`src/rtl/mem_pkg.sv`:
```
//==============================================================================
// Module : mem_pkg
// Brief  : Shared widths, state encoding and address type for the frame-RAM
//          read/write engines.
// Rev    : 1.0  initial release
//==============================================================================
`default_nettype none

package mem_pkg;

    localparam int ADDR_W = 14;
    localparam int DATA_W = 8;

    typedef enum logic [2:0] {
        ST_IDLE    = 3'd0,
        ST_ISSUE   = 3'd1,
        ST_WAIT    = 3'd2,
        ST_PRESENT = 3'd3,
        ST_DONE    = 3'd4
    } rd_state_t;

    typedef logic [ADDR_W-1:0] addr_t;

endpackage

`default_nettype wire

```
`src/rtl/mem_reader_if.sv`:
```
//==============================================================================
// Module : mem_reader_if
// Brief  : Control, RAM read port and output stream of the frame-RAM reader.
// Rev    : 1.0  initial release
//==============================================================================
`default_nettype none

interface mem_reader_if #(
    parameter int ADDR_W = mem_pkg::ADDR_W,
    parameter int DATA_W = mem_pkg::DATA_W
);
    logic              start;
    logic              stop;
    logic [ADDR_W-1:0] base_addr;
    logic [ADDR_W:0]   length;
    logic [DATA_W-1:0] q;
    logic [ADDR_W-1:0] rd_addr;
    logic              rd_en;
    logic [DATA_W-1:0] out_data;
    logic              out_valid;
    logic              out_ready;
    logic              busy;
    logic              done;

    // Reader side
    modport master (
        input  start, stop, base_addr, length, q, out_ready,
        output rd_addr, rd_en, out_data, out_valid, busy, done
    );

    // Controller / RAM / consumer side
    modport slave (
        output start, stop, base_addr, length, q, out_ready,
        input  rd_addr, rd_en, out_data, out_valid, busy, done
    );
endinterface

`default_nettype wire

```
`src/rtl/mem_reader.sv`:
```
//==============================================================================
// Module : mem_reader
// Brief  : Walks an address range of the frame RAM one read at a time and
//          streams each byte out on a valid/ready handshake.
// Rev    : 1.0  initial release
//==============================================================================
`default_nettype none

module mem_reader #(
    parameter int ADDR_W = mem_pkg::ADDR_W,
    parameter int DATA_W = mem_pkg::DATA_W,
    parameter int RD_LAT = 1
) (
    input  wire logic     clk,
    input  wire logic     rst,
    mem_reader_if.master  bus
);
    import mem_pkg::*;

    localparam int              CNT_W       = $clog2(RD_LAT + 1);
    localparam logic [CNT_W-1:0] c_wait_last = CNT_W'(RD_LAT - 1);
    localparam logic [ADDR_W:0]  c_one       = (ADDR_W+1)'(1);

    rd_state_t         r_state;
    rd_state_t         w_next;
    logic [ADDR_W-1:0] r_addr;
    logic [ADDR_W:0]   r_remaining;
    logic [CNT_W-1:0]  r_wait;
    logic [DATA_W-1:0] r_data;
    logic              w_accept;
    logic              w_hs;
    logic              w_last_wait;

    assign w_accept    = (r_state == ST_IDLE) && bus.start && !bus.stop;
    assign w_hs        = (r_state == ST_PRESENT) && bus.out_ready;
    assign w_last_wait = (r_state == ST_WAIT) && (r_wait == c_wait_last);

    always_comb begin
        w_next = r_state;
        case (r_state)
            ST_IDLE:    if (w_accept) w_next = (bus.length == '0) ? ST_DONE : ST_ISSUE;
            ST_ISSUE:   w_next = ST_WAIT;
            ST_WAIT:    if (r_wait == c_wait_last) w_next = ST_PRESENT;
            ST_PRESENT: if (w_hs) w_next = (r_remaining == c_one) ? ST_DONE : ST_ISSUE;
            ST_DONE:    w_next = ST_IDLE;
            default:    w_next = ST_IDLE;
        endcase
        // Abort overrides every other transition
        if (bus.stop) w_next = ST_IDLE;
    end

    always_ff @(posedge clk or negedge rst) begin
        if (!rst) begin
            r_state     <= ST_IDLE;
            r_addr      <= '0;
            r_remaining <= '0;
            r_wait      <= '0;
            r_data      <= '0;
        end else begin
            r_state <= w_next;
            r_wait  <= ((r_state == ST_WAIT) && (w_next == ST_WAIT)) ? r_wait + 1'b1 : '0;
            if (w_accept) begin
                r_addr      <= bus.base_addr;
                r_remaining <= bus.length;
            end
            if (w_last_wait) begin
                r_data <= bus.q;
            end
            // Address wraps naturally at 2^ADDR_W
            if (w_hs && (r_remaining != c_one)) begin
                r_remaining <= r_remaining - c_one;
                r_addr      <= r_addr + 1'b1;
            end
        end
    end

    assign bus.rd_addr   = r_addr;
    assign bus.rd_en     = (r_state == ST_ISSUE) || (r_state == ST_WAIT);
    assign bus.out_data  = r_data;
    assign bus.out_valid = (r_state == ST_PRESENT);
    assign bus.busy      = (r_state != ST_IDLE);
    assign bus.done      = (r_state == ST_DONE);

endmodule

`default_nettype wire

```
`src/flat_wrapper.sv`:
```
// flat-port wrapper written by rule: the top's interface ports become plain ports
module mem_reader_flat import mem_pkg::*;
#(
    parameter int ADDR_W = mem_pkg::ADDR_W,
    parameter int DATA_W = mem_pkg::DATA_W,
    parameter int RD_LAT = 1
)
  (clk, rst, bus_start, bus_stop, bus_base_addr, bus_length, bus_q, bus_out_ready, bus_rd_addr, bus_rd_en, bus_out_data, bus_out_valid, bus_busy, bus_done);
  mem_reader_if #(.ADDR_W(ADDR_W), .DATA_W(DATA_W)) bus_i ();
  input  wire logic clk;
  input  wire logic rst;
  input wire logic [$bits(bus_i.start)-1:0] bus_start;
  input wire logic [$bits(bus_i.stop)-1:0] bus_stop;
  input wire logic [$bits(bus_i.base_addr)-1:0] bus_base_addr;
  input wire logic [$bits(bus_i.length)-1:0] bus_length;
  input wire logic [$bits(bus_i.q)-1:0] bus_q;
  input wire logic [$bits(bus_i.out_ready)-1:0] bus_out_ready;
  output wire logic [$bits(bus_i.rd_addr)-1:0] bus_rd_addr;
  output wire logic [$bits(bus_i.rd_en)-1:0] bus_rd_en;
  output wire logic [$bits(bus_i.out_data)-1:0] bus_out_data;
  output wire logic [$bits(bus_i.out_valid)-1:0] bus_out_valid;
  output wire logic [$bits(bus_i.busy)-1:0] bus_busy;
  output wire logic [$bits(bus_i.done)-1:0] bus_done;
  assign bus_i.start = bus_start;
  assign bus_i.stop = bus_stop;
  assign bus_i.base_addr = bus_base_addr;
  assign bus_i.length = bus_length;
  assign bus_i.q = bus_q;
  assign bus_i.out_ready = bus_out_ready;
  assign bus_rd_addr = bus_i.rd_addr;
  assign bus_rd_en = bus_i.rd_en;
  assign bus_out_data = bus_i.out_data;
  assign bus_out_valid = bus_i.out_valid;
  assign bus_busy = bus_i.busy;
  assign bus_done = bus_i.done;
  mem_reader #(.ADDR_W(ADDR_W), .DATA_W(DATA_W), .RD_LAT(RD_LAT)) u_core (.clk(clk), .rst(rst), .bus(bus_i));
endmodule
```
`config.mk`:
```
export PLATFORM = sky130hd
export DESIGN_NAME = mem_reader_flat
export DESIGN_NICKNAME = d
export VERILOG_FILES = /design/src/rtl/mem_pkg.sv /design/src/rtl/mem_reader_if.sv /design/src/rtl/mem_reader.sv /design/src/flat_wrapper.sv
export SDC_FILE = /design/constraint.sdc
export NUM_CORES = 1
export LEC_CHECK = 0
export CAP_MARGIN = 20
export CORE_UTILIZATION = 47
export DETAILED_ROUTE_END_ITERATION = 10
export PLACE_DENSITY_LB_ADDON = 0.3
export SYNTH_ARGS = -nofsm -noshare
export SYNTH_HDL_FRONTEND = slang
export SYNTH_SLANG_ARGS = --single-unit
```
`constraint.sdc`:
```
create_clock -name clk -period 3.15 [get_ports clk]
set_clock_uncertainty 0.05 [all_clocks]
set_input_delay 0.4725 -clock clk [delete_from_list [all_inputs] [get_ports clk]]
set_output_delay 0.4725 -clock clk [all_outputs]
set_load 0.02 [all_outputs]
```
* Yosys cells after proc, flatten, opt, wreduce, memory -nomap -nowiden
Cells that the tools add are included.
** Storage, ports and cells
- Flip-flop bits (word level) :: 41
- Latch bits :: 0
- RAM bits :: 0
- Memory bits (read-only) :: 0
- Bits of input ports :: 42
- Output and inout port bits :: 26
- Logic and storage cells :: 40
- Memories :: 0
** Cells by class
- Add/subtract/negate cells :: 3
- $mul :: 0
- Divide/modulo/power cells :: 0
- Order comparisons :: 0
- Equality and inequality tests :: 7
- Shift operators :: 0
- Mux-type cells :: 12
- Bitwise operators :: 1
- Reduce and logical (&&, ||, !) cells :: 12
** Operators with widths (count)
- $mux W15 :: 2
- $mux W14 :: 2
- $mux W3 :: 6
- $eq A15 B1 Y1 const B :: 1
- $logic_not A15 Y1 :: 1
- $ne A15 B1 Y1 const B :: 1
- $sub A15 B1 Y15 const B :: 1
- $add A14 B1 Y14 const B :: 1
- $pmux W3 S4 :: 1
- $eq A3 B2 Y1 const B :: 3
- $logic_and A1 B1 Y1 :: 6
- $eq A3 B1 Y1 const B :: 1
- $eq A3 B3 Y1 const B :: 1
- $logic_not A3 Y1 :: 1
- $reduce_bool A3 Y1 :: 1
- $reduce_bool A2 Y1 :: 1
- $add A1 B1 Y1 const B :: 1
- $logic_not A1 Y1 :: 1
- $logic_or A1 B1 Y1 :: 1
- $mux W1 :: 1
- $not A1 Y1 :: 1

* Longest topological paths before layout
Gate-level depths: netlist of the first run.
- Word-level depth :: 9
- Gate-level depth with buffers :: 9
- Gate-level depth less buffers :: 7

* Worst setup path after synthesis of the first run
No wires, ideal clock.
- Path type :: register -> register
- From :: register u_core.r_remaining[2]
- To :: register u_core.r_remaining[11]
- Library setup time :: 0.126 ns
- Data arrival time :: 2.229 ns
- Data required time :: 2.974 ns
- Path slack :: 0.745 ns
- Cell stages (with the launch flop) :: 7
- Path buffers :: 1
- Clock period less this slack :: 2.405 ns
- Path through :: dfrtp_1 -> or4_1 -> or4_1 -> or3b_1 -> buf_2 -> o2bb2ai_1 -> a221o_1
** On the way
- Word-level cells in the longest chain between the ends :: 3
- Elaborated cells on any way between the ends :: 5
- Classes of those cells :: add/sub (1); eq/ne (1); mux (1); reduce/logical (2)
** RTL lines
- start, declared :: RTL line mem_reader.sv:27 : logic [ADDR_W:0] r_remaining;
- start signal, assigned :: RTL line mem_reader.sv:64 : r_remaining <= bus.length;
- start signal, assigned :: RTL line mem_reader.sv:71 : r_remaining <= r_remaining - c_one;
- parallel branches: the longest is 3 deep, another holds $sub A15 B1 Y15
Several ways; the timed one is not identified.
A chain may end at the register's enable or synchronous reset.

* Final worst setup path of the first run
- From :: register u_core.r_remaining[1]
- To :: register u_core.r_addr[4] (netlist: u_core.bus.rd_addr[4])
** On the way
- Word-level cells in the longest chain between the ends :: 3
- Elaborated cells on any way between the ends :: 4
- Classes of those cells :: eq/ne (1); mux (1); reduce/logical (2)
** RTL lines
- $ne A15 B1 Y1 (*) :: RTL line mem_reader.sv:70 : if (w_hs && (r_remaining != c_one)) begin
- $logic_and A1 B1 Y1 (*) :: RTL line mem_reader.sv:70
- $mux W14 or $reduce_bool A2 Y1 (tied branches)
- end signal, assigned :: RTL line mem_reader.sv:63 : r_addr <= bus.base_addr;
- end signal, assigned :: RTL line mem_reader.sv:72 : r_addr <= r_addr + 1'b1;
- end, declared :: RTL line mem_reader.sv:26 : logic [ADDR_W-1:0] r_addr;
Every way passes the cells marked *; elsewhere a longest branch is shown, timed or not.

==> flow_metrics.env, run 1 <==
export IMPL_grt_pass1_wl_um=9984
export IMPL_grt_pass1_vias=2105
export IMPL_rows=24
export IMPL_syn_num_nets=292
export IMPL_final_nets=358
export IMPL_numCtsBuffers=5
export IMPL_synth_seq_area_share=0.4533
export IMPL_ir_worst_vdd_mv=0.2719
export IMPL_synthFlopType="dfrtp_1"
export IMPL_synth_compound_area_share=0.1990
export IMPL_core_sq_mm=0.004504
export IMPL_wire_per_inst_um=16.49
export IMPL_io_buffer_count=67
export IMPL_clock_sinks=41
export IMPL_syn_area_sq_mm=0.002263
export IMPL_root_buffer="clkbuf_8"
export IMPL_crit_arrival_ns=2.66
export IMPL_reg2reg_slack_ns=0.62
export IMPL_maxSlewViolCount=0
export IMPL_end_kind="register"
export IMPL_cts_resized=0
export IMPL_ys_ff_latch=41
export IMPL_setup_violations=0
export IMPL_synth_enable_flop_cells=0
export IMPL_track_usage=0.2520
export IMPL_cts_setup_buffers=0
export IMPL_via_per_inst=6.151
export IMPL_hold_path_class="input port to asynchronous set/reset pin"
export IMPL_place_hpwl_um=4244
export IMPL_cp_max_fo=7
export IMPL_synthSimpleGateAreaFrac=0.2482
export IMPL_vias=2245
export IMPL_reg2reg_to="u_core.bus.rd_addr[4]$_DFFE_PN0P_"
export IMPL_synth_top_family_by_area="simple AND/OR/NAND/NOR gates"
export IMPL_cts_tree="yes"
export IMPL_stdcell_count=365
export IMPL_grt_max_degree=42
export IMPL_drive_gt1_frac=0.07987
export IMPL_maxCapViolations=0
export IMPL_drt_iter0_markers=219
export IMPL_r2r_cells=7
export IMPL_syn_inst=247
export IMPL_post_route_period_util=0.8021
export IMPL_synthAdderAreaFrac=0.01658
export IMPL_synthToLayoutAreaGrowth_pct=34.83
export IMPL_cts_clk_slew_worst_paths_ns=0.07
export IMPL_finalHoldViolCount=0
export IMPL_ys_types=53
export IMPL_violations="design-rule violations"
export IMPL_leakagePower_nw=1.202
export IMPL_worst_slew_pin_slew_ns=0.9629
export IMPL_insertion_delay_ns=0.29
export IMPL_cts_path_max_buffers=2
export IMPL_synthMuxAreaShare=0.03980
export IMPL_post_route_util=0.6775
export IMPL_start_util=0.5025
export IMPL_grt_overflow=0
export IMPL_max_slew_margin=0.3564
export IMPL_synth_xor_area_frac=0.003870
export IMPL_die_x_um=71.40
export IMPL_fin_crit_ns=2.527
export IMPL_max_freq_ghz=0.3958
export IMPL_avgSynthCellArea_sq_um=9.164
export IMPL_critPathLaunchType="register"
export IMPL_drcViolationCount=5
export IMPL_gp_congestion=0.8866
export IMPL_h_tree_depth=2
export IMPL_rsz0062_at_grt="no"
export IMPL_power_density_mw_per_mm2=557.1
export IMPL_io_pins=68
export IMPL_n_antenna_cell=0
export IMPL_wirelength_um=6019
export IMPL_dieArea_sq_mm=0.005097
export IMPL_ant_nets=0
export IMPL_dieHeight_um=71.40
export IMPL_antenna_found_initial=0
export IMPL_async_reset_ff_frac=1.000
export IMPL_dr_pass1_iters=8
export IMPL_r2r_start="u_core.r_remaining[1]$_DFFE_PN0P_"
export IMPL_path_class="register to register"
export IMPL_run_status="complete, but fails checks"
export IMPL_post_place_cells=358
export IMPL_cts_hold_buf=0
export IMPL_setup_tns_ns=0
export IMPL_worstPathRequired_ns=3.29
export IMPL_yosys_warnings=0
[stage by stage]
stage               total power [W]  hold slack [ns]  instance area [sq um]  setup WS, ns
global placement           0.001337           0.4374                   2965        0.6060
CTS                        0.001704           0.3082                   3052        0.6301
detailed placement         0.001355           0.4491                   2965        0.5897
finish                     0.001700           0.2619                   3052        0.6234
floorplan                  0.001061           0.1269                   2263        0.7448
global route               0.001787           0.3477                   3052        0.4199
[layout by cell type, fill, tap and decap left out, types with 3 or more instances in the layout]
cell             Yosys  routed
a211oi_1             4       4
a21oi_1             13      13
a221o_1              3       3
and3_1               4       4
buf_4                1       4
clkbuf_8             0       6
clkdlybuf4s50_1      0      66
dfrtp_1             41      41
ha_1                 3       3
inv_1                7       7
mux2_2               8       8
nand2_1             22      22
nand3_1             16      16
nand4_1              4       4
nor2_1              29      29
nor3_1              14      14
nor3b_1              3       3
nor4_1               5       5
o211ai_1             3       3
o21a_1               4       4
o21ai_0              8       8
o311ai_0             4       4
or4_1                3       3
[cell usage after synthesis (5+ instances only)]
master	count	area share
inv_1	7	0.012
nor3_1	14	0.031
o21ai_0	8	0.018
nand2_1	22	0.036
dfrtp_1	41	0.45
a21oi_1	13	0.029
nor4_1	5	0.014
nand3_1	16	0.035
nor2_1	29	0.048
mux2_2	8	0.040
clkbuf_1	8	0.013
[power breakdown]
group | switching (W) | leakage (nW) | internal, W
sequential | 0.000124 | 0.489 | 0.000645
clock | 0.000177 | 0.0443 | 0.000174
combinational | 0.000279 | 0.669 | 0.000301
total | 0.000579 | 1.20 | 0.00112
[how the worst max path moves through the flow]
stage	startpoint	to	cells after the start
after floorplan	u_core.r_remaining[2]$_DFFE_PN0P_	u_core.r_remaining[11]$_DFFE_PN0P_	6
after global placement	bus_out_ready	u_core.r_remaining[11]$_DFFE_PN0P_	6
after detailed placement	bus_out_ready	u_core.r_remaining[11]$_DFFE_PN0P_	6
after CTS	u_core.r_remaining[2]$_DFFE_PN0P_	u_core.r_remaining[11]$_DFFE_PN0P_	5
after global routing	u_core.r_remaining[1]$_DFFE_PN0P_	u_core.bus.rd_addr[4]$_DFFE_PN0P_	7
final	u_core.r_remaining[1]$_DFFE_PN0P_	u_core.bus.rd_addr[4]$_DFFE_PN0P_	7
[sequential cells by signal (all words and copies together), names as in the netlist]
register and count:
u_core.r_remaining 15, u_core.r_wait 1, u_core.r_state 3, u_core.bus.out_data 8
u_core.bus.rd_addr 14
[per-layer routing]
layer	vias up	share of wire	wire, um	track usage
li1	1058	-	-	-
met4	0	0.012	74	0.09556
met1	1062	0.44	2657	0.3367
met5	-	0	0	0
met2	115	0.47	2832	0.4169
met3	10	0.075	454	0.03657
[area by class of cell]
type                       count  area (sq um)
inverter                       7         26.28
sequential                    41          1026
multi-input combinational    187          1152
timing repair buffer          71         695.7
fill                         377          1453
clock buffer                   7         86.33
tap                           52         65.06
[cell families (layout without fill, tap and decap cells)]
group | Yosys count | count (layout)
AOI/OAI and AO/OA | 63 | 63
xor gates and xnor gates | 1 | 1
adders and majority gates | 3 | 3
buffers and inverters | 19 | 85
DFF | 41 | 41
muxes | 8 | 8
other | 1 | 1
and+or+nand+nor | 111 | 111
[critical path: stages (launching register included)]
cell      delay (ns)
dfrtp_1         0.40
inv_1           0.10
ha_1            0.14
nor4b_1         0.52
nand4_1         0.24
a21oi_1         0.63
o21ai_0         0.21
o311ai_0        0.12
No activity file was read; power rests on OpenSTA's default activity.
==> run 2, diff against run 1 <==
--- a/config.mk
+++ b/config.mk
@@ -6,7 +6,7 @@
 export NUM_CORES = 1
 export LEC_CHECK = 0
 export CAP_MARGIN = 20
-export CORE_UTILIZATION = 47
+export CORE_UTILIZATION = 42
 export DETAILED_ROUTE_END_ITERATION = 10
 export PLACE_DENSITY_LB_ADDON = 0.3
 export SYNTH_ARGS = -nofsm -noshare
==> constraint.sdc (replaced) <==
create_clock -name clk -period 2.3 [get_ports clk]
set_clock_uncertainty 0.05 [all_clocks]
set_input_delay 0.345 -clock clk [delete_from_list [all_inputs] [get_ports clk]]
set_output_delay 0.345 -clock clk [all_outputs]
set_load 0.02 [all_outputs]
==> flow_metrics.env, run 2 (synthesis results as in run 1) <==
export IMPL_setup_ws_ns=-0.04351
export IMPL_via_per_inst=5.675
export IMPL_multi_input_area_sq_mm=0.001215
export IMPL_max_freq_ghz=0.4267
export IMPL_antenna_found_initial=0
export IMPL_reg2reg_slack_ns=-0.04
export IMPL_vias=2304
export IMPL_share_seq_of_total_power=0.417
export IMPL_regMostFlops="u_core.r_remaining"
export IMPL_r2r_start="u_core.r_remaining[2]$_DFFE_PN0P_"
export IMPL_path_class="register to register"
export IMPL_max_slew_margin=0.5884
export IMPL_cts_path_max_buffers=2
export IMPL_fill_cells=472
export IMPL_critPathLaunch="u_core.r_remaining[2]$_DFFE_PN0P_"
export IMPL_rsz0062_at_grt="yes"
export IMPL_ant_nets=0
export IMPL_drive_gt1_frac=0.1726
export IMPL_setup_tns_ns=-0.07946
export IMPL_dieHeight_um=75.41
export IMPL_intPower_w=0.001694
export IMPL_worstPathRequired_ns=2.42
export IMPL_worst_slew_pin_slew_ns=0.6174
export IMPL_dr_pass1_iters=4
export IMPL_power_density_mw_per_mm2=757.8
export IMPL_maxCapViolations=0
export IMPL_finalHoldViolCount=0
export IMPL_maxSlewViolCount=0
export IMPL_final_nets=380
export IMPL_insertion_delay_ns=0.29
export IMPL_dieArea_sq_mm=0.005687
export IMPL_setup_violations=2
export IMPL_ir_worst_vdd_mv=0.4011
export IMPL_p_sw_w=0.0008308
export IMPL_cts_hold_buf=0
export IMPL_crit_arrival_ns=2.46
export IMPL_place_hpwl_um=4709
export IMPL_stdcell_count=406
export IMPL_wirelength_um=6540
export IMPL_critPathLaunchType="register"
export IMPL_root_buffer="clkbuf_8"
export IMPL_drcViolationCount=0
export IMPL_n_antenna_cell=0
export IMPL_grt_pass1_wl_um=10570
export IMPL_seq_area_sq_mm=0.001026
export IMPL_fin_crit_ns=2.344
export IMPL_comb_power_share=0.342
export IMPL_io_pins=68
export IMPL_h_tree_depth=2
export IMPL_gp_congestion=0.9043
export IMPL_switching_share=0.3291
export IMPL_io_buffer_count=67
export IMPL_track_usage=0.2444
export IMPL_total_power_w=0.002525
export IMPL_drt_iter0_markers=129
export IMPL_run_status="complete, but fails checks"
export IMPL_layout_common_cells="clkdlybuf4s50_1 (66), dfrtp_1 (41), nor2_1 (29)"
export IMPL_wire_per_inst_um=16.11
export IMPL_numCtsBuffers=5
export IMPL_rows=26
export IMPL_post_place_cells=398
export IMPL_hold_path_class="input port to asynchronous set/reset pin"
export IMPL_core_sq_mm=0.005140
export IMPL_die_x_um=75.41
export IMPL_post_route_period_util=1.019
export IMPL_violations="negative setup slack"
export IMPL_grt_max_degree=28
export IMPL_clock_power_share=0.241
export IMPL_grt_pass1_vias=2204
export IMPL_synthToLayoutAreaGrowth_pct=47.21
export IMPL_layout_commonest_cell="clkdlybuf4s50_1"
export IMPL_cp_max_fo=4
export IMPL_leakagePower_nw=1.340
export IMPL_r2r_cells=6
export IMPL_cts_tree="yes"
export IMPL_grt_overflow=0
export IMPL_end_kind="register"
export IMPL_largest_reg_flops=15
export IMPL_start_util=0.4404
export IMPL_cts_clk_slew_worst_paths_ns=0.08
export IMPL_clock_sinks=41
export IMPL_reg2reg_to="u_core.r_remaining[9]$_DFFE_PN0P_"
-- run 2: cell types whose count changed in the layout (fill, tap and decap cells not counted), sizes merged --
cell,previous run,this run
buf,5,27
bufinv,0,1
-- run 2: critical path, cell delays in order, from the launching register on --
cell	delay, ns
dfrtp_1	0.40
or4_4	0.53
or4_4	0.43
or3b_4	0.40
buf_4	0.17
nor3_4	0.15
a211oi_2	0.10
-- run 2: cell type report --
cell class | instances | share of cell area
Multi-Input combinational cell | 187 | 0.3646
Sequential cell | 41 | 0.3079
Timing Repair Buffer | 93 | 0.2584
Tap cell | 70 | 0.02629
Clock buffer | 7 | 0.02591
Clock inverter | 1 | 0.009012
Inverter | 7 | 0.007886
-- run 2: worst max path at each step --
| stage | endpoint | slack, ns |
|---|---|---|
| CTS | u_core.r_remaining[11]$_DFFE_PN0P_ | -0.03 |
| global placement | u_core.bus.rd_addr[13]$_DFFE_PN0P_ | -0.05 |
| floorplan | u_core.r_remaining[11]$_DFFE_PN0P_ | -0.11 |
| detailed placement | u_core.r_remaining[9]$_DFFE_PN0P_ | -0.06 |
| global route | u_core.r_remaining[9]$_DFFE_PN0P_ | -0.09 |
| finish | u_core.r_remaining[9]$_DFFE_PN0P_ | -0.04 |
-- run 2: per-stage QoR --
step / hold WS, ns / setup slack, ns / util / cell area, sq um
after CTS: 0.02449 / -0.02612 / 0.6405 / 3292
after global placement: 0.3417 / -0.04910 / 0.6134 / 3153
after global routing: 0.04357 / -0.09475 / 0.6482 / 3332
after floorplan: -0.0005911 / -0.1052 / - / 2263
final: 0.003808 / -0.04351 / 0.6482 / 3332
after detailed placement: 0.3473 / -0.06377 / 0.6134 / 3153
-- run 2: repair_timing --
item,in CTS,in global routing
endpoints found under the hold margin,0,0
endpoints found under the setup margin,2,19
setup buffers,0,0
resized for setup,6,7
pin swaps,0,1
-- run 2: per-layer routing --
metal,share of wire,vias to the layer above,track usage
li1,-,1100,-
met1,0.46,1122,0.3536
met2,0.47,75,0.3829
met3,0.056,7,0.04101
met4,0.011,0,0.06173
met5,0,-,0
-- run 2: power by group through the flow --
stage          Sequential (W)  Clock, W  Combinational [W]
2_1_floorplan         0.00116         0           0.000294
3_3_place_gp          0.00104         0           0.000834
3_5_place_dp          0.00105         0           0.000850
4_1_cts               0.00104  0.000620           0.000859
5_1_grt               0.00108  0.000651           0.000929
6_report              0.00105  0.000610           0.000863
